<file path="config.mk">
export PLATFORM = sky130hd
export DESIGN_NAME = uart_rx_pkt_ctrl_flat
export DESIGN_NICKNAME = d
export VERILOG_FILES = /design/src/rtl/uart_pkg.sv /design/src/rtl/uart_rx_pkt_ctrl_if.sv /design/src/rtl/uart_byte_buf.sv /design/src/rtl/uart_rx_pkt_ctrl.sv /design/src/flat_wrapper.sv
export SDC_FILE = /design/constraint.sdc
export NUM_CORES = 1
export LEC_CHECK = 0
export CAP_MARGIN = 25
export CORE_ASPECT_RATIO = 0.5
export CORE_MARGIN = 2
export CORE_UTILIZATION = 45
export CTS_CLUSTER_SIZE = 8
export DETAILED_ROUTE_END_ITERATION = 7
export GPL_TIMING_DRIVEN = 0
export SYNTH_ARGS = -nofsm -noshare
export SYNTH_HDL_FRONTEND = slang
export SYNTH_SLANG_ARGS = --single-unit
</file>
<file path="constraint.sdc">
create_clock -name clk -period 3.42 [get_ports clk]
set_clock_uncertainty 0.15 [all_clocks]
set_input_delay 0.855 -clock clk [delete_from_list [all_inputs] [get_ports clk]]
set_output_delay 0.855 -clock clk [all_outputs]
set_load 0.01 [all_outputs]
</file>
<file path="src/rtl/uart_pkg.sv">
// Shared types for the UART packet controller: parser states, error codes, char framing.
// Latency: n/a (types and constants only).
// Backpressure: n/a.
package uart_pkg;

    typedef enum logic [2:0] {
        HUNT,
        LEN,
        PAYLOAD,
        CHECK,
        DRAIN
    } pkt_state_t;

    typedef enum logic [2:0] {
        ERR_NONE = 3'd0,
        ERR_LEN  = 3'd1,
        ERR_CHK  = 3'd2,
        ERR_OVF  = 3'd3,
        ERR_TMO  = 3'd4
    } err_code_t;

    // Start + 8 data + stop bits per character.
    localparam int UART_CHAR_BITS = 10;

    // The receiver cannot sample with fewer than two clocks per bit.
    function automatic logic [31:0] clamp_cpb(input logic [31:0] v);
        return (v < 32'd2) ? 32'd2 : v;
    endfunction

endpackage

</file>
<file path="src/rtl/uart_rx_pkt_ctrl_if.sv">
// Bundle of the receiver-side, config and payload-stream signals of the packet controller.
// Latency: n/a (wiring only).
// Backpressure: outValid/outReady handshake on the payload stream; rx side has none.
interface uart_rx_pkt_ctrl_if;
    logic        cfgWrite;
    logic [31:0] cfgClocksPerBit;
    logic [31:0] clocksPerBit;
    logic        rxDv;
    logic [7:0]  rxByte;
    logic        outValid;
    logic        outReady;
    logic [7:0]  outByte;
    logic        outLast;
    logic        pktDone;
    logic        errPulse;
    logic [2:0]  errCode;

    // Environment side: feeds bytes/config, consumes the payload stream.
    modport master (
        output cfgWrite, cfgClocksPerBit, rxDv, rxByte, outReady,
        input  clocksPerBit, outValid, outByte, outLast, pktDone, errPulse, errCode
    );

    // Controller side.
    modport slave (
        input  cfgWrite, cfgClocksPerBit, rxDv, rxByte, outReady,
        output clocksPerBit, outValid, outByte, outLast, pktDone, errPulse, errCode
    );
endinterface

</file>
<file path="src/rtl/uart_byte_buf.sv">
// Payload buffer: DEPTH x 8 register file, one write port, one combinational read port.
// Latency: write visible on the read port the cycle after the write edge; read is 0-cycle.
// Backpressure: none; the caller owns addressing and flow.
module uart_byte_buf #(
    parameter int DEPTH = 16,
    parameter int AW    = (DEPTH > 1) ? $clog2(DEPTH) : 1
) (
    input  logic          clk,
    input  logic          i_we,
    input  logic [AW-1:0] i_waddr,
    input  logic [7:0]    i_wdat,
    input  logic [AW-1:0] i_raddr,
    output logic [7:0]    o_rdat
);

    logic [7:0] r_mem [DEPTH];

    // Contents are don't-care after reset, so the array carries no reset.
    always_ff @(posedge clk) begin
        if (i_we) begin
            r_mem[i_waddr] <= i_wdat;
        end
    end

    assign o_rdat = r_mem[i_raddr];

endmodule

</file>
<file path="src/rtl/uart_rx_pkt_ctrl.sv">
// Frames [SYNC][LEN][payload][CHK] from the UART receiver, checks the checksum, streams good payloads.
// Latency: first payload byte valid 1 cycle after CHK is sampled; errors pulse 1 cycle after the bad byte.
// Backpressure: outByte/outLast held while outReady low; rx bytes arriving during drain are dropped (ERR_OVF).
// Optional inter-byte timeout when UART_RX_TIMEOUT_EN is defined.
module uart_rx_pkt_ctrl
    import uart_pkg::*;
#(
    parameter int          MAX_PAYLOAD   = 16,
    parameter logic [7:0]  SYNC_BYTE     = 8'hA5,
    parameter logic [31:0] DEFAULT_CPB   = 32'd868,
    parameter int          TIMEOUT_CHARS = 4
) (
    input  logic              clk,
    input  logic              rstN,
    uart_rx_pkt_ctrl_if.slave bus
);

    localparam logic [7:0] MAX_LEN = 8'(MAX_PAYLOAD);
    localparam int         BUF_AW  = (MAX_PAYLOAD > 1) ? $clog2(MAX_PAYLOAD) : 1;

    pkt_state_t  r_state, w_next;
    logic [7:0]  r_len, r_idx, r_rd_idx, r_sum;
    logic [31:0] r_cpb, r_cfg_val;
    logic        r_cfg_pend;
    logic        r_err_vld;
    err_code_t   r_err_code, w_err_code;
    logic        w_err_vld, w_buf_we, w_drain, w_hs, w_last, w_tmo_hit;
    logic [7:0]  w_rd_dat, w_chk_sum;

    uart_byte_buf #(.DEPTH(MAX_PAYLOAD), .AW(BUF_AW)) u_buf (
        .clk     (clk),
        .i_we    (w_buf_we),
        .i_waddr (r_idx[BUF_AW-1:0]),
        .i_wdat  (bus.rxByte),
        .i_raddr (r_rd_idx[BUF_AW-1:0]),
        .o_rdat  (w_rd_dat)
    );

    assign w_drain   = (r_state == DRAIN);
    assign w_hs      = w_drain && bus.outReady;
    assign w_last    = (r_rd_idx == r_len - 8'd1);
    assign w_chk_sum = r_sum + bus.rxByte;

`ifdef UART_RX_TIMEOUT_EN
    logic [39:0] r_tmo_cnt;
    logic [39:0] w_tmo_limit;
    logic        w_tmo_active;

    assign w_tmo_limit  = 40'(r_cpb) * 40'(TIMEOUT_CHARS * UART_CHAR_BITS);
    assign w_tmo_active = (r_state == LEN) || (r_state == PAYLOAD) || (r_state == CHECK);
    // Fires on the edge where the silence since the last byte reaches the limit.
    assign w_tmo_hit    = w_tmo_active && !bus.rxDv && (r_tmo_cnt + 40'd1 >= w_tmo_limit);

    // Silence counter: restarts on every byte and idles outside the framing states.
    always_ff @(posedge clk or negedge rstN) begin
        if (!rstN) begin
            r_tmo_cnt <= '0;
        end else if (bus.rxDv || !w_tmo_active) begin
            r_tmo_cnt <= '0;
        end else begin
            r_tmo_cnt <= r_tmo_cnt + 40'd1;
        end
    end
`else
    logic w_unused_tmo;
    assign w_unused_tmo = ^TIMEOUT_CHARS;
    assign w_tmo_hit    = 1'b0;
`endif

    // Parser state register.
    always_ff @(posedge clk or negedge rstN) begin
        if (!rstN) r_state <= HUNT;
        else       r_state <= w_next;
    end

    // Next-state decode plus buffer write enable and error cause.
    always_comb begin
        w_next     = r_state;
        w_err_vld  = 1'b0;
        w_err_code = ERR_NONE;
        w_buf_we   = 1'b0;
        case (r_state)
            HUNT: begin
                if (bus.rxDv && bus.rxByte == SYNC_BYTE) w_next = LEN;
            end
            LEN: begin
                if (bus.rxDv) begin
                    if (bus.rxByte == 8'd0 || bus.rxByte > MAX_LEN) begin
                        w_err_vld  = 1'b1;
                        w_err_code = ERR_LEN;
                        w_next     = HUNT;
                    end else begin
                        w_next = PAYLOAD;
                    end
                end
            end
            PAYLOAD: begin
                if (bus.rxDv) begin
                    w_buf_we = 1'b1;
                    if (r_idx == r_len - 8'd1) w_next = CHECK;
                end
            end
            CHECK: begin
                if (bus.rxDv) begin
                    if (w_chk_sum == 8'd0) begin
                        w_next = DRAIN;
                    end else begin
                        w_err_vld  = 1'b1;
                        w_err_code = ERR_CHK;
                        w_next     = HUNT;
                    end
                end
            end
            DRAIN: begin
                if (bus.rxDv) begin
                    w_err_vld  = 1'b1;
                    w_err_code = ERR_OVF;
                end
                if (w_hs && w_last) w_next = HUNT;
            end
            default: w_next = HUNT;
        endcase
        if (w_tmo_hit) begin
            w_err_vld  = 1'b1;
            w_err_code = ERR_TMO;
            w_next     = HUNT;
        end
    end

    // Length, running checksum and write/read indices.
    always_ff @(posedge clk or negedge rstN) begin
        if (!rstN) begin
            r_len    <= '0;
            r_idx    <= '0;
            r_sum    <= '0;
            r_rd_idx <= '0;
        end else begin
            if (bus.rxDv) begin
                case (r_state)
                    LEN: begin
                        r_len <= bus.rxByte;
                        r_sum <= bus.rxByte;
                        r_idx <= '0;
                    end
                    PAYLOAD: begin
                        r_sum <= w_chk_sum;
                        r_idx <= r_idx + 8'd1;
                    end
                    CHECK:   r_rd_idx <= '0;
                    default: ;
                endcase
            end
            if (w_hs) r_rd_idx <= r_rd_idx + 8'd1;
        end
    end

    // Bit-period config: immediate in HUNT, otherwise parked until HUNT is re-entered (last write wins).
    always_ff @(posedge clk or negedge rstN) begin
        if (!rstN) begin
            r_cpb      <= DEFAULT_CPB;
            r_cfg_val  <= DEFAULT_CPB;
            r_cfg_pend <= 1'b0;
        end else if (r_state == HUNT) begin
            if (bus.cfgWrite) r_cpb <= clamp_cpb(bus.cfgClocksPerBit);
            r_cfg_pend <= 1'b0;
        end else begin
            if (bus.cfgWrite) begin
                r_cfg_val  <= bus.cfgClocksPerBit;
                r_cfg_pend <= 1'b1;
            end
            if (w_next == HUNT) begin
                if (bus.cfgWrite)     r_cpb <= clamp_cpb(bus.cfgClocksPerBit);
                else if (r_cfg_pend)  r_cpb <= clamp_cpb(r_cfg_val);
                r_cfg_pend <= 1'b0;
            end
        end
    end

    // One-cycle error pulse; the code reads ERR_NONE between pulses.
    always_ff @(posedge clk or negedge rstN) begin
        if (!rstN) begin
            r_err_vld  <= 1'b0;
            r_err_code <= ERR_NONE;
        end else begin
            r_err_vld  <= w_err_vld;
            r_err_code <= w_err_vld ? w_err_code : ERR_NONE;
        end
    end

    assign bus.clocksPerBit = r_cpb;
    assign bus.outValid     = w_drain;
    assign bus.outByte      = w_drain ? w_rd_dat : 8'd0;
    assign bus.outLast      = w_drain && w_last;
    assign bus.pktDone      = w_hs && w_last;
    assign bus.errPulse     = r_err_vld;
    assign bus.errCode      = r_err_code;

endmodule
</file>
<file path="src/flat_wrapper.sv">
// flat-port wrapper written by rule: the top's interface ports become plain ports
module uart_rx_pkt_ctrl_flat import uart_pkg::*;
#(
    parameter int          MAX_PAYLOAD   = 16,
    parameter logic [7:0]  SYNC_BYTE     = 8'hA5,
    parameter logic [31:0] DEFAULT_CPB   = 32'd868,
    parameter int          TIMEOUT_CHARS = 4
)
  (clk, rstN, bus_cfgWrite, bus_cfgClocksPerBit, bus_rxDv, bus_rxByte, bus_outReady, bus_clocksPerBit, bus_outValid, bus_outByte, bus_outLast, bus_pktDone, bus_errPulse, bus_errCode);
  uart_rx_pkt_ctrl_if bus_i ();
  input  logic clk;
  input  logic rstN;
  input wire logic [$bits(bus_i.cfgWrite)-1:0] bus_cfgWrite;
  input wire logic [$bits(bus_i.cfgClocksPerBit)-1:0] bus_cfgClocksPerBit;
  input wire logic [$bits(bus_i.rxDv)-1:0] bus_rxDv;
  input wire logic [$bits(bus_i.rxByte)-1:0] bus_rxByte;
  input wire logic [$bits(bus_i.outReady)-1:0] bus_outReady;
  output wire logic [$bits(bus_i.clocksPerBit)-1:0] bus_clocksPerBit;
  output wire logic [$bits(bus_i.outValid)-1:0] bus_outValid;
  output wire logic [$bits(bus_i.outByte)-1:0] bus_outByte;
  output wire logic [$bits(bus_i.outLast)-1:0] bus_outLast;
  output wire logic [$bits(bus_i.pktDone)-1:0] bus_pktDone;
  output wire logic [$bits(bus_i.errPulse)-1:0] bus_errPulse;
  output wire logic [$bits(bus_i.errCode)-1:0] bus_errCode;
  assign bus_i.cfgWrite = bus_cfgWrite;
  assign bus_i.cfgClocksPerBit = bus_cfgClocksPerBit;
  assign bus_i.rxDv = bus_rxDv;
  assign bus_i.rxByte = bus_rxByte;
  assign bus_i.outReady = bus_outReady;
  assign bus_clocksPerBit = bus_i.clocksPerBit;
  assign bus_outValid = bus_i.outValid;
  assign bus_outByte = bus_i.outByte;
  assign bus_outLast = bus_i.outLast;
  assign bus_pktDone = bus_i.pktDone;
  assign bus_errPulse = bus_i.errPulse;
  assign bus_errCode = bus_i.errCode;
  uart_rx_pkt_ctrl #(.MAX_PAYLOAD(MAX_PAYLOAD), .SYNC_BYTE(SYNC_BYTE), .DEFAULT_CPB(DEFAULT_CPB), .TIMEOUT_CHARS(TIMEOUT_CHARS)) u_core (.clk(clk), .rstN(rstN), .bus(bus_i));
endmodule
</file>
==> metrics.md, run 1 <==
| Metric | Value |
|---|---|
| Sum of routed wire length over all layers | `24,700 um` |
| Antenna Cells | `0` |
| Horizontal extent of the die | `~220 um` |
| Fraction of layout cells with a size suffix above 1 | `30.5%` |
| Final-layout fill cell count | `1,817` |
| IO Pins | `roughly 90` |
| Number of sinks driven by the clock tree | `231` |
| Area enclosed by the die boundary | `~25,000 um^2` |
| Area of all placed cells without fillers | `13,300 um^2` |
| Worst path top cell family by delay | `multiplexers` |
| Vias after detailed routing | `about 6,500` |
| Launching point of the worst reg2reg path | `u_core.r_len[4]` |
| CTS H-Tree Depth | `2` |
| Post-synth EDFFs | `between 100 and 150` |
| Syn Area/Cell | `roughly 15 um^2` |
| Critical path's largest stage delay | `0.53 ns` |
| Overall die height | `112 um` |
| Source-to-sink clock delay at the later pin of the worst-skew pair | `between 0.5 and 0.6 ns` |
| Setup repair after global routing missed its margin | `true` |
| Detailed Place HPWL | `about 16,000 um` |
| Crit path setup slack, layout | `-0.181 ns` |
| Class of the most critical setup path | `reg2out` |
| Critical Path RT | `2.41 ns` |
| Inserted Clock Buffers | `34` |
| Signed area change from the synthesized netlist to the final layout | `27.1%` |
| Run status | `complete, but fails checks` |
| Final net count | `~910` |
| Core Box Area | `roughly 23,000 um^2` |
| Worst rel slew slack | `between 30% and 40%` |
| Worst Path Max Fanout | `9` |
| Reported leakage power | `~5.2 nW` |
| Number of failing setup endpoints in the final timing report | `8` |
| TritonRoute pass-1 iters | `4` |
| Largest net degree at the start of global routing | `55` |
| Buf+Inv Stages, Crit Path | `4` |
| Library cell used as clock root buffer | `sky130_fd_sc_hd__clkbuf_16` |
| Kind of path behind the tightest hold check | `in2async` |
| Number of violations of the max-capacitance limit | `0` |
| Measured slew at the worst slew-check pin | `0.940 ns` |
| DRC marker count from the first detailed-route iteration | `about 370` |
| Number of flip-flops and latches in the synthesized netlist | `around 230` |
| Starting utilization of the core area | `a little under half` |
| Clk pin slew, worst setup/hold paths | `roughly 0.05 ns` |
| Standard cell with the maximum stage delay on the critical path | `sky130_fd_sc_hd__mux4_2` |
| Worst Path Arrival | `~2.6 ns` |
| Clock tree from TritonCTS | `done` |
| Async SR Flop Fraction | `between 40% and 50%` |
| Global-route wire length before repair | `38,500 um` |
| Critical Path Source | `u_core.r_rd_idx[0]` |
| Vias in the first global route | `between 6,000 and 7,000` |
| Share of synthesized area occupied by flip-flops and latches | `between 60% and 70%` |
| Dominant register cell in the synthesized netlist | `sky130_fd_sc_hd__edfxtp_1` |
| Final weighted congestion in routability-driven placement | `roughly 0.8` |
| Final hold violation count | `0` |
| Peak clock frequency supported by timing | `0.278 GHz` |
| Distinct cell type count after synthesis | `60` |
| Number of warnings reported in the yosys synthesis log | `0` |
| Final core area utilization | `58.4%` |
| Global-route usage over all layers | `between 20% and 30%` |
| DRC violation count after routing | `0` |
| Largest vdd supply drop | `between 0.3 and 0.4 mV` |
| Count of buffers from port buffering | `90` |
| CP startpoint kind | `flop` |
| Pwr/cell area | `a little over 500 nW/um^2` |
| Post-synthesis net count | `744` |
| Failing checks | `negative setup slack` |
| Final Cycle Share | `105%` |
| Detailed-route wire length per cell | `roughly 21 um` |
| Detail-routed via count per cell | `5.54` |
| Placed cell areas | `between 10,000 and 15,000 um^2` |
| Number of nets still failing antenna checks after routing | `0` |
| Total count of max-transition violations in the final report | `0` |
| Global-route congestion overflow total | `0` |
| Synthesized netlist cell count | `slightly below 700` |
| Cell Area, Synth | `around 10,000 um^2` |
| Initial antenna violation count | `0` |
| Number of buffers between clock root and the deepest sink | `3` |
| Element type at the critical path end | `output port` |
| List of cells traversed by the critical path | `buf_12 -> buf_12 -> buf_4 -> mux4_2 -> mux4_2 -> and2_1 -> buf_2` |
| Number of rows in the core area | `39` |
| Final critical path time including I/O delays and setup | `around 3.6 ns` |
| Reg-to-reg slack, setup | `0.25 ns` |
| Pre-CTS WS | `-1.64 ns` |
==> repair_timing <==
item / in CTS / in global routing
pin swaps: 8 / 15
buffers inserted: 24 / 14
hold buffers: 0 / 0
gates resized for setup: 125 / 27
setup endpoints to repair: 47 / 41
==> stage by stage <==
stage | hold WS [ns] | cells | power (mW) | setup TNS, ns
after floorplan | 0.304 | 685 | 3.48 | 0
after global placement | 0.321 | 1082 | 3.75 | -348.53
after detailed placement | 0.333 | 1087 | 3.76 | -65.43
after CTS | 0.269 | 1169 | 6.92 | -1.43
after global routing | 0.295 | 1183 | 7.13 | -2.31
final | 0.245 | 1183 | 6.88 | -1.25
==> path summary, 6_finish.rpt <==
path,endpoint,cells past startpoint
worst max-delay path,bus_outByte[7],7
worst min-delay path,u_core.bus.clocksPerBit[19],1
worst max register to register,u_core.bus.clocksPerBit[19],11
worst min register to register,u_core.r_sum[2],2
max in group asynchronous,u_core.bus.clocksPerBit[6],2
min in group clk,u_core.r_sum[2],2
==> report_power, final <==
| part | leakage (nW) | total, mW | internal (mW) | switching (mW) |
|---|---|---|---|---|
| sequential | 2.47 | 3.13 | 3.06 | 0.0747 |
| combinational | 2.30 | 0.629 | 0.333 | 0.296 |
| clock | 0.472 | 3.12 | 1.91 | 1.21 |
| total | 5.24 | 6.88 | 5.30 | 1.58 |
==> flip-flops by register name (all words and copies together), names as in the netlist, 2 cells and up <==
register                 flops
u_core.u_buf.r_mem         128
u_core.bus.clocksPerBit     32
u_core.r_cfg_val            32
u_core.r_idx                 8
u_core.r_len                 8
u_core.r_rd_idx              8
u_core.r_sum                 8
u_core.r_state               3
u_core.bus.errCode           2
==> synth_stat cells, types with 2 or more instances <==
| library cell | instances | area share, % |
|---|---|---|
| sky130_fd_sc_hd__edfxtp_1 | 128 | 37 |
| sky130_fd_sc_hd__dfrtp_1 | 93 | 22 |
| sky130_fd_sc_hd__mux2_2 | 41 | 4.4 |
| sky130_fd_sc_hd__mux4_2 | 40 | 8.6 |
| sky130_fd_sc_hd__a22o_1 | 34 | 2.8 |
| sky130_fd_sc_hd__nand2_1 | 33 | 1.2 |
| sky130_fd_sc_hd__nor2_1 | 33 | 1.2 |
| sky130_fd_sc_hd__mux2_4 | 30 | 4.3 |
| sky130_fd_sc_hd__clkbuf_1 | 24 | 0.86 |
| sky130_fd_sc_hd__o21ai_0 | 23 | 1.1 |
| sky130_fd_sc_hd__xor2_1 | 19 | 1.6 |
| sky130_fd_sc_hd__nor4_1 | 17 | 1.0 |
| sky130_fd_sc_hd__nor3_1 | 14 | 0.67 |
| sky130_fd_sc_hd__xnor2_1 | 14 | 1.2 |
| sky130_fd_sc_hd__ha_1 | 13 | 1.6 |
| sky130_fd_sc_hd__dfstp_2 | 10 | 2.5 |
| sky130_fd_sc_hd__and2_1 | 9 | 0.54 |
| sky130_fd_sc_hd__mux2i_1 | 9 | 0.86 |
| sky130_fd_sc_hd__nand4_1 | 9 | 0.54 |
| sky130_fd_sc_hd__a21oi_1 | 8 | 0.38 |
| sky130_fd_sc_hd__inv_1 | 7 | 0.25 |
| sky130_fd_sc_hd__nand3_1 | 7 | 0.33 |
| sky130_fd_sc_hd__nor2b_1 | 7 | 0.42 |
| sky130_fd_sc_hd__a211oi_1 | 4 | 0.29 |
| sky130_fd_sc_hd__buf_1 | 4 | 0.14 |
| sky130_fd_sc_hd__buf_2 | 4 | 0.19 |
| sky130_fd_sc_hd__nor3b_1 | 4 | 0.29 |
| sky130_fd_sc_hd__o211ai_1 | 4 | 0.29 |
| sky130_fd_sc_hd__or3_1 | 4 | 0.24 |
| sky130_fd_sc_hd__a31oi_1 | 3 | 0.18 |
| sky130_fd_sc_hd__buf_6 | 3 | 0.32 |
| sky130_fd_sc_hd__a21o_1 | 2 | 0.14 |
| sky130_fd_sc_hd__and3_1 | 2 | 0.12 |
| sky130_fd_sc_hd__nand2b_1 | 2 | 0.12 |
| sky130_fd_sc_hd__o32a_1 | 2 | 0.19 |
==> placed cells by master, fill, tap and decap left out, types with 5 or more instances in the layout <==
master	instances
sky130_fd_sc_hd__nand4_1	9
sky130_fd_sc_hd__buf_2	10
sky130_fd_sc_hd__dfstp_2	10
sky130_fd_sc_hd__mux2_4	30
sky130_fd_sc_hd__nor2_1	33
sky130_fd_sc_hd__nand3_1	6
sky130_fd_sc_hd__dfrtp_1	91
sky130_fd_sc_hd__clkdlybuf4s50_1	71
sky130_fd_sc_hd__nor3_1	11
sky130_fd_sc_hd__mux2i_1	9
sky130_fd_sc_hd__mux4_2	40
sky130_fd_sc_hd__clkbuf_16	35
sky130_fd_sc_hd__xnor2_1	13
sky130_fd_sc_hd__a22o_1	34
sky130_fd_sc_hd__buf_6	10
sky130_fd_sc_hd__buf_4	40
sky130_fd_sc_hd__o21ai_0	23
sky130_fd_sc_hd__ha_1	11
sky130_fd_sc_hd__buf_12	7
sky130_fd_sc_hd__and2_4	5
sky130_fd_sc_hd__inv_1	6
sky130_fd_sc_hd__mux2_2	41
sky130_fd_sc_hd__xor2_1	17
sky130_fd_sc_hd__nor4_1	16
sky130_fd_sc_hd__edfxtp_1	128
sky130_fd_sc_hd__nor2b_1	7
sky130_fd_sc_hd__nand2_1	33
sky130_fd_sc_hd__clkbuf_1	38
sky130_fd_sc_hd__a21oi_1	8
==> cell type report <==
| class | instances | area (um^2) | area share (%) |
|---|---|---|---|
| inverters | 7 | 28.8 | 0.216 |
| repair buffers | 133 | 1220 | 9.18 |
| multi-input cells | 411 | 4000 | 30.0 |
| well taps | 307 | 384 | 2.88 |
| plain buffers | 35 | 279 | 2.09 |
| clock buffers | 57 | 958 | 7.19 |
| flip-flops and latches | 231 | 6440 | 48.3 |
| clock inverters | 2 | 28.8 | 0.216 |
==> metal layers <==
| layer | global-route usage [%] | up-vias | wire length [um] |
|---|---|---|---|
| met4 | 4.03 | 0 | 314 |
| met1 | 29.8 | 3374 | 11500 |
| met3 | 4.92 | 37 | 1370 |
| met5 | 0 | - | 0 |
| met2 | 32.4 | 155 | 11600 |
| li1 | - | 2982 | - |
==> cell families (layout without fill, tap and decap cells) <==
family,Yosys count,after routing,share of synthesized area [%]
DFF,231,231,61.3
and+or+nand+nor,153,153,7.72
muxes,120,120,18.1
AOI/OAI and AO/OA,89,89,6.24
buffers and inverters,43,234,1.84
xor gates and xnor gates,34,34,2.97
adders and majority gates,14,14,1.74
other,1,1,0.0357
Note: power is estimated with default switching activity, not from simulation.
==> inputs of run 2 (changes only) <==
==> constraint.sdc (replaced) <==
create_clock -name clk -period 3.42 [get_ports clk]
set_clock_uncertainty 0.15 [all_clocks]
set_input_delay 1.026 -clock clk [delete_from_list [all_inputs] [get_ports clk]]
set_output_delay 1.026 -clock clk [all_outputs]
set_load 0.01 [all_outputs]
==> run 2 against run 1 <==
The flow still finishes with violations (negative setup slack). Global-route usage is 0.48 points higher. Highest routed layer unchanged. Sequential power hardly changed. Non-clock buffer count is 3 lower. Routed wire length is 0.65% higher. Total power is 0.25% lower. Largest power group unchanged.
==> metrics.md, run 2 (synthesized netlist as in run 1, its figures left out) <==
| Metric | Value |
|---|---|
| Standard cell with the maximum stage delay on the critical path | `sky130_fd_sc_hd__mux4_2 (unchanged)` |
| Hold Buf Count CTS | `0 (unchanged)` |
| Final net count | `909 (was 912)` |
| Crit path setup slack, layout | `-0.336 ns (was -0.181 ns)` |
| Buf+Inv Stages, Crit Path | `4 (unchanged)` |
| Number of sinks driven by the clock tree | `231 (unchanged)` |
| Worst Path Max Fanout | `5 (was 9)` |
| Number of placed instances with taps included | `1,087 (unchanged)` |
| Number of violations of the max-capacitance limit | `0 (unchanged)` |
| Run status | `complete, but fails checks (unchanged)` |
| Commonest non-fill, non-tap cell in the layout | `sky130_fd_sc_hd__edfxtp_1 (unchanged)` |
| DRC marker count from the first detailed-route iteration | `439 (was 374)` |
| Fraction of layout cells with a size suffix above 1 | `31.3% (was 30.5%)` |
| Kind of path behind the tightest hold check | `reg2reg (was in2async)` |
| Area enclosed by the die boundary | `24,600 um^2 (unchanged)` |
| Core Box Area | `22,800 um^2 (unchanged)` |
| Count of buffers from port buffering | `90 (unchanged)` |
| Element type at the critical path end | `output port (unchanged)` |
| IO Pins | `92 (unchanged)` |
| Starting utilization of the core area | `45.9% (unchanged)` |
| CP startpoint kind | `flop (unchanged)` |
| Measured slew at the worst slew-check pin | `0.989 ns (was 0.940 ns)` |
| Signed area change from the synthesized netlist to the final layout | `27.9% (was 27.1%)` |
| Number of nets still failing antenna checks after routing | `0 (unchanged)` |
| Clock tree from TritonCTS | `done (unchanged)` |
| Most frequent cells in the layout | `sky130_fd_sc_hd__edfxtp_1, sky130_fd_sc_hd__dfrtp_1, sky130_fd_sc_hd__clkdlybuf4s50_1 (unchanged)` |
| Total count of max-transition violations in the final report | `0 (unchanged)` |
| Area of all placed cells without fillers | `13,400 um^2 (was 13,300 um^2)` |
| Critical Path RT | `2.24 ns (was 2.41 ns)` |
| Worst path top cell family by delay | `multiplexers (unchanged)` |
| Horizontal extent of the die | `220 um (unchanged)` |
| Reported leakage power | `5.22 nW (was 5.24 nW)` |
| Accumulated negative setup slack | `-2.50 ns (was -1.25 ns)` |
| Sum of routed wire length over all layers | `24,900 um (was 24,700 um)` |
| Pwr/cell area | `511 nW/um^2 (was 516 nW/um^2)` |
| CTS H-Tree Depth | `2 (unchanged)` |
| Final core area utilization | `58.8% (was 58.4%)` |
| Total stage count of the critical path | `7 (unchanged)` |
| TritonRoute pass-1 iters | `5 (was 4)` |
| Global-route wire length before repair | `39,200 um (was 38,500 um)` |
| Length in cells of the worst reg-to-reg path | `14 (was 11)` |
| Largest net degree at the start of global routing | `59 (was 55)` |
| Largest vdd supply drop | `0.278 mV (was 0.369 mV)` |
| Final Cycle Share | `110% (was 105%)` |
| Clk pin slew, worst setup/hold paths | `0.05 ns (about the same)` |
| Detail-routed via count per cell | `5.50 (was 5.54)` |
| Library cell used as clock root buffer | `sky130_fd_sc_hd__clkbuf_16 (unchanged)` |
| Final hold violation count | `0 (unchanged)` |
| Pre-CTS WS | `-1.59 ns (was -1.64 ns)` |
| Number of rows in the core area | `39 (unchanged)` |
| Vias after detailed routing | `6,483 (was 6,548)` |
| Source-to-sink clock delay at the later pin of the worst-skew pair | `0.50 ns (was 0.51 ns)` |
| Worst rel slew slack | `33.9% (was 37.3%)` |
| Class of the most critical setup path | `reg2out (unchanged)` |
| Number of buffers between clock root and the deepest sink | `3 (unchanged)` |
| Overall die height | `112 um (unchanged)` |
| Worst Path Arrival | `2.58 ns (was 2.60 ns)` |
| Final standard cell count with taps included and fillers excluded | `1,179 (was 1,183)` |
| Antenna Cells | `0 (unchanged)` |
| Number of failing setup endpoints in the final timing report | `10 (was 8)` |
| Detailed-route wire length per cell | `21.1 um (was 20.9 um)` |
| Pwr Total | `6.86 mW (was 6.88 mW)` |
| Detailed Place HPWL | `16,200 um (was 16,100 um)` |
| Initial antenna violation count | `0 (unchanged)` |
| Flip-flop count of the largest register after layout | `128 (unchanged)` |
| Final-layout fill cell count | `1,809 (was 1,817)` |
| Biggest register | `u_core.u_buf.r_mem (unchanged)` |
| List of cells traversed by the critical path | `buf_12 -> buf_12 -> buf_6 -> mux4_2 -> mux4_2 -> and2_1 -> buf_2 (was buf_12 -> buf_12 -> buf_4 -> mux4_2 -> mux4_2 -> and2_1 -> buf_2)` |
| Global-route usage over all layers | `21.1% (was 20.7%)` |
| DRC violation count after routing | `0 (unchanged)` |
| Global-route congestion overflow total | `0 (unchanged)` |
| Vias in the first global route | `6,768 (was 6,713)` |
| Critical path's largest stage delay | `0.52 ns (was 0.53 ns)` |
| WHS | `0.340 ns (was 0.245 ns)` |
| Inserted Clock Buffers | `34 (unchanged)` |
| Placed cell areas | `11,800 um^2 (about the same)` |
| Number of cells traversed by the worst hold path | `2` |
| Final critical path time including I/O delays and setup | `3.76 ns (was 3.60 ns)` |
| Setup repair after global routing missed its margin | `true (unchanged)` |
| Peak clock frequency supported by timing | `0.266 GHz (was 0.278 GHz)` |
| Final weighted congestion in routability-driven placement | `0.785 (was 0.819)` |
| Failing checks | `negative setup slack (unchanged)` |
==> run 2: repair_timing <==
item | 4_1_cts | 5_1_grt
resized for setup | 143 | 24
pin swaps | 19 | 11
cloned | 1 | 0
endpoints found under the setup margin | 48 | 44
setup buffers | 23 | 12
==> run 2: cell type report <==
| class | instances | area, um^2 | area share [%] |
|---|---|---|---|
| Clock inverter | 2 | 32.5 | 0.242 |
| Sequential cell | 231 | 6440 | 48.0 |
| Buffer | 34 | 263 | 1.96 |
| Multi-Input combinational cell | 411 | 4060 | 30.2 |
| Inverter | 7 | 28.8 | 0.214 |
| Tap cell | 307 | 384 | 2.86 |
| Clock buffer | 56 | 955 | 7.11 |
| Timing Repair Buffer | 131 | 1260 | 9.43 |
==> run 2: power breakdown <==
part           switching (mW)  internal (mW)  leakage, nW  total (mW)
registers              0.0756           3.06         2.47        3.13
logic                   0.302          0.350         2.28       0.652
clock network            1.18           1.90        0.470        3.08
==> run 2: worst register-to-register path, stage by stage (launching register included) <==
cell and delay, ns:
sky130_fd_sc_hd__dfrtp_1 0.34, sky130_fd_sc_hd__buf_6 0.13, sky130_fd_sc_hd__inv_4 0.04, sky130_fd_sc_hd__ha_4 0.18, sky130_fd_sc_hd__buf_12 0.13, sky130_fd_sc_hd__xor2_4 0.15
sky130_fd_sc_hd__xor2_2 0.15, sky130_fd_sc_hd__nor3_2 0.21, sky130_fd_sc_hd__nand3_2 0.14, sky130_fd_sc_hd__buf_4 0.15, sky130_fd_sc_hd__buf_4 0.13, sky130_fd_sc_hd__o31ai_4 0.37
sky130_fd_sc_hd__nand3_4 0.19, sky130_fd_sc_hd__buf_8 0.20, sky130_fd_sc_hd__mux2_4 0.31
==> run 2: routing by layer <==
| metal | GRT usage, % | up-vias | routed length [um] |
|---|---|---|---|
| met4 | 4.30 | 0 | 274 |
| met2 | 32.7 | 168 | 11700 |
| met5 | 0 | - | 0 |
| met3 | 5.22 | 28 | 1540 |
| met1 | 30.7 | 3288 | 11400 |
| li1 | - | 2999 | - |
==> run 2: path summary, 6_finish.rpt <==
check	from	end	slack [ns]
max	u_core.r_rd_idx[0]	bus_outByte[1]	-0.34
min	u_core.r_sum[2]	u_core.r_sum[2]	0.34
max reg2reg	u_core.r_len[0]	u_core.bus.clocksPerBit[18]	0.32
min reg2reg	u_core.r_sum[2]	u_core.r_sum[2]	0.34
max in group asynchronous	rstN	u_core.r_state[2]	2.01
min in group asynchronous	rstN	u_core.r_cfg_val[19]	0.40
==> inputs of run 3 (changes only) <==
--- a/config.mk
+++ b/config.mk
@@ -8,10 +8,11 @@
 export CAP_MARGIN = 25
 export CORE_ASPECT_RATIO = 0.5
 export CORE_MARGIN = 2
-export CORE_UTILIZATION = 45
+export CORE_UTILIZATION = 58
 export CTS_CLUSTER_SIZE = 8
 export DETAILED_ROUTE_END_ITERATION = 7
 export GPL_TIMING_DRIVEN = 0
+export PLACE_DENSITY = 0.8
 export SYNTH_ARGS = -nofsm -noshare
 export SYNTH_HDL_FRONTEND = slang
 export SYNTH_SLANG_ARGS = --single-unit
==> run 3 against run 2 <==
Critical endpoint is now bus_outByte[3]. The flow still finishes with violations (negative setup slack). Setup slack got worse by 0.030 ns. Combinational power increased by 0.8%. Via count increased by 5.2%. Sequential cell count unchanged. Critical path type unchanged. Utilization increased by 17 points. Clock power about the same. Critical path depth unchanged. Final cell count decreased by 7.0%. Routed wire length increased by 4.9%. Final area decreased by 1.6%. Register-to-register slack about the same.
==> metrics.md, run 3 (synthesized netlist as in run 1, its figures left out) <==
| Metric | Value |
|---|---|
| Standard cell with the maximum stage delay on the critical path | `sky130_fd_sc_hd__mux4_2 (unchanged)` |
| WHS | `0.329 ns (was 0.340 ns)` |
| CTS H-Tree Depth | `2 (unchanged)` |
| Buf+Inv Stages, Crit Path | `4 (unchanged)` |
| CP startpoint kind | `flop (unchanged)` |
| Flip-flop count of the largest register after layout | `128 (unchanged)` |
| Pwr/cell area | `522 nW/um^2 (was 511 nW/um^2)` |
| Accumulated negative setup slack | `-2.87 ns (was -2.50 ns)` |
| Worst rel slew slack | `36.7% (was 33.9%)` |
| Count of buffers from port buffering | `90 (unchanged)` |
| List of cells traversed by the critical path | `buf_12 -> buf_12 -> buf_12 -> mux4_2 -> mux4_2 -> and2_4 -> buf_6 (was buf_12 -> buf_12 -> buf_6 -> mux4_2 -> mux4_2 -> and2_1 -> buf_2)` |
| Reported leakage power | `5.15 nW (was 5.22 nW)` |
| Worst reg2reg path endpoint | `u_core.bus.clocksPerBit[14] (was u_core.bus.clocksPerBit[18])` |
| Final net count | `898 (was 909)` |
| Detailed-route wire length per cell | `23.8 um (was 21.1 um)` |
| Final critical path time including I/O delays and setup | `3.79 ns (was 3.76 ns)` |
| Largest vdd supply drop | `0.348 mV (was 0.278 mV)` |
| Global-route congestion overflow total | `0 (unchanged)` |
| Detail-routed via count per cell | `6.22 (was 5.50)` |
| Area enclosed by the die boundary | `19,200 um^2 (was 24,600 um^2)` |
| DRC violation count after routing | `0 (unchanged)` |
| Reg-to-reg slack, setup | `0.33 ns (was 0.32 ns)` |
| Clk pin slew, worst setup/hold paths | `0.05 ns (about the same)` |
| Number of nets still failing antenna checks after routing | `0 (unchanged)` |
| Library cell used as clock root buffer | `sky130_fd_sc_hd__clkbuf_16 (unchanged)` |
| Final core area utilization | `75.3% (was 58.8%)` |
| Signed area change from the synthesized netlist to the final layout | `25.9% (was 27.9%)` |
| Antenna Cells | `0 (unchanged)` |
| Failing checks | `negative setup slack (unchanged)` |
| Most frequent cells in the layout | `sky130_fd_sc_hd__edfxtp_1, sky130_fd_sc_hd__dfrtp_1, sky130_fd_sc_hd__clkdlybuf4s50_1 (unchanged)` |
| Detailed Place HPWL | `15,600 um (was 16,200 um)` |
| IO Pins | `92 (unchanged)` |
| Number of rows in the core area | `34 (was 39)` |
| Number of violations of the max-capacitance limit | `0 (unchanged)` |
| Initial antenna violation count | `0 (unchanged)` |
| Number of buffers between clock root and the deepest sink | `3 (unchanged)` |
| Area of all placed cells without fillers | `13,200 um^2 (was 13,400 um^2)` |
| Length in cells of the worst reg-to-reg path | `13 (was 14)` |
| Hold Buf Count CTS | `0 (unchanged)` |
| Launching point of the worst reg2reg path | `u_core.r_len[0] (unchanged)` |
| Element type at the critical path end | `output port (unchanged)` |
| Number of failing setup endpoints in the final timing report | `10 (unchanged)` |
| Measured slew at the worst slew-check pin | `0.946 ns (was 0.989 ns)` |
| Critical path's largest stage delay | `0.53 ns (was 0.52 ns)` |
| TritonRoute pass-1 iters | `5 (unchanged)` |
| Overall die height | `99.1 um (was 112 um)` |
| Clock tree from TritonCTS | `done (unchanged)` |
| Final Cycle Share | `111% (was 110%)` |
| Starting utilization of the core area | `59.9% (was 45.9%)` |
| Placed cell areas | `11,800 um^2 (about the same)` |
| Biggest register | `u_core.u_buf.r_mem (unchanged)` |
| Vias after detailed routing | `6,819 (was 6,483)` |
| Vias in the first global route | `6,924 (was 6,768)` |
| Largest net degree at the start of global routing | `72 (was 59)` |
| Crit path setup slack, layout | `-0.366 ns (was -0.336 ns)` |
| Source-to-sink clock delay at the later pin of the worst-skew pair | `0.50 ns (about the same)` |
| Crit path top cell by count | `sky130_fd_sc_hd__buf_12` |
| Worst Path Arrival | `2.61 ns (was 2.58 ns)` |
| Global-route usage over all layers | `27.5% (was 21.1%)` |
| Pwr Total | `6.89 mW (was 6.86 mW)` |
| Run status | `complete, but fails checks (unchanged)` |
| Core Box Area | `17,500 um^2 (was 22,800 um^2)` |
| Final weighted congestion in routability-driven placement | `0.864 (was 0.785)` |
| Commonest non-fill, non-tap cell in the layout | `sky130_fd_sc_hd__edfxtp_1 (unchanged)` |
| Peak clock frequency supported by timing | `0.264 GHz (was 0.266 GHz)` |
| Total count of max-transition violations in the final report | `0 (unchanged)` |
| Inserted Clock Buffers | `34 (unchanged)` |
| Kind of path behind the tightest hold check | `in2async (was reg2reg)` |
| DRC marker count from the first detailed-route iteration | `597 (was 439)` |
| Global-route wire length before repair | `40,000 um (was 39,200 um)` |
| Final hold violation count | `0 (unchanged)` |
| Horizontal extent of the die | `194 um (was 220 um)` |
| Number of sinks driven by the clock tree | `231 (unchanged)` |
| Worst path top cell family by delay | `multiplexers (unchanged)` |
| Class of the most critical setup path | `reg2out (unchanged)` |
| Setup repair after global routing missed its margin | `true (unchanged)` |
| Fraction of layout cells with a size suffix above 1 | `30.2% (was 31.3%)` |
| Sum of routed wire length over all layers | `26,100 um (was 24,900 um)` |
| Worst Path Max Fanout | `6 (was 5)` |
| Critical Path RT | `2.24 ns (about the same)` |
-- run 3: final cells by class --
type | instances | area, um^2
Timing Repair Buffer | 119 | 1130
Tap cell | 234 | 293
Clock inverter | 2 | 28.8
Multi-Input combinational cell | 411 | 4050
Inverter | 7 | 28.8
Buffer | 35 | 275
Fill cell | 1028 | 4320
Sequential cell | 231 | 6440
Clock buffer | 57 | 958
-- run 3: worst max path at each step --
| stage | endpoint | from | slack (ns) | cells after the start |
|---|---|---|---|---|
| floorplan | bus_outByte[1] | u_core.r_rd_idx[0] | 0.05 | 5 |
| global placement | u_core.r_rd_idx[2] | rstN | -2.75 | 1 |
| detailed placement | u_core.bus.clocksPerBit[31] | bus_rxByte[2] | -1.58 | 10 |
| CTS | bus_outByte[3] | u_core.r_rd_idx[0] | -0.34 | 7 |
| global route | bus_outByte[3] | u_core.r_rd_idx[0] | -0.41 | 7 |
| finish | bus_outByte[3] | u_core.r_rd_idx[0] | -0.37 | 7 |
-- run 3: where the power goes --
group          internal, mW  leakage, nW  total, mW  switching [mW]
registers              3.06         2.47       3.14          0.0798
clock network          1.91        0.472       3.09            1.19
logic                 0.343         2.21      0.657           0.313
-- run 3: metal layers --
metal	up-vias	wire (um)	GRT usage, %	part of all wire, %
li1	2951	-	-	-
met1	3452	10500	36.8	40
met2	357	12700	46.2	49
met3	59	2190	6.51	8.4
met4	0	654	7.93	2.5
met5	-	0	0	0
-- run 3: through the flow --
stage,std cells,setup WS (ns)
final,1096,-0.366
after global routing,1096,-0.411
after CTS,1090,-0.343
after detailed placement,1014,-1.58
after global placement,1009,-2.75
after floorplan,685,0.0473
-- run 3: repair_timing --
action                                  CTS  global route
pin swaps                                19            10
endpoints found under the setup margin   50            45
gates resized for setup                 144            20
buffers inserted                         17             7
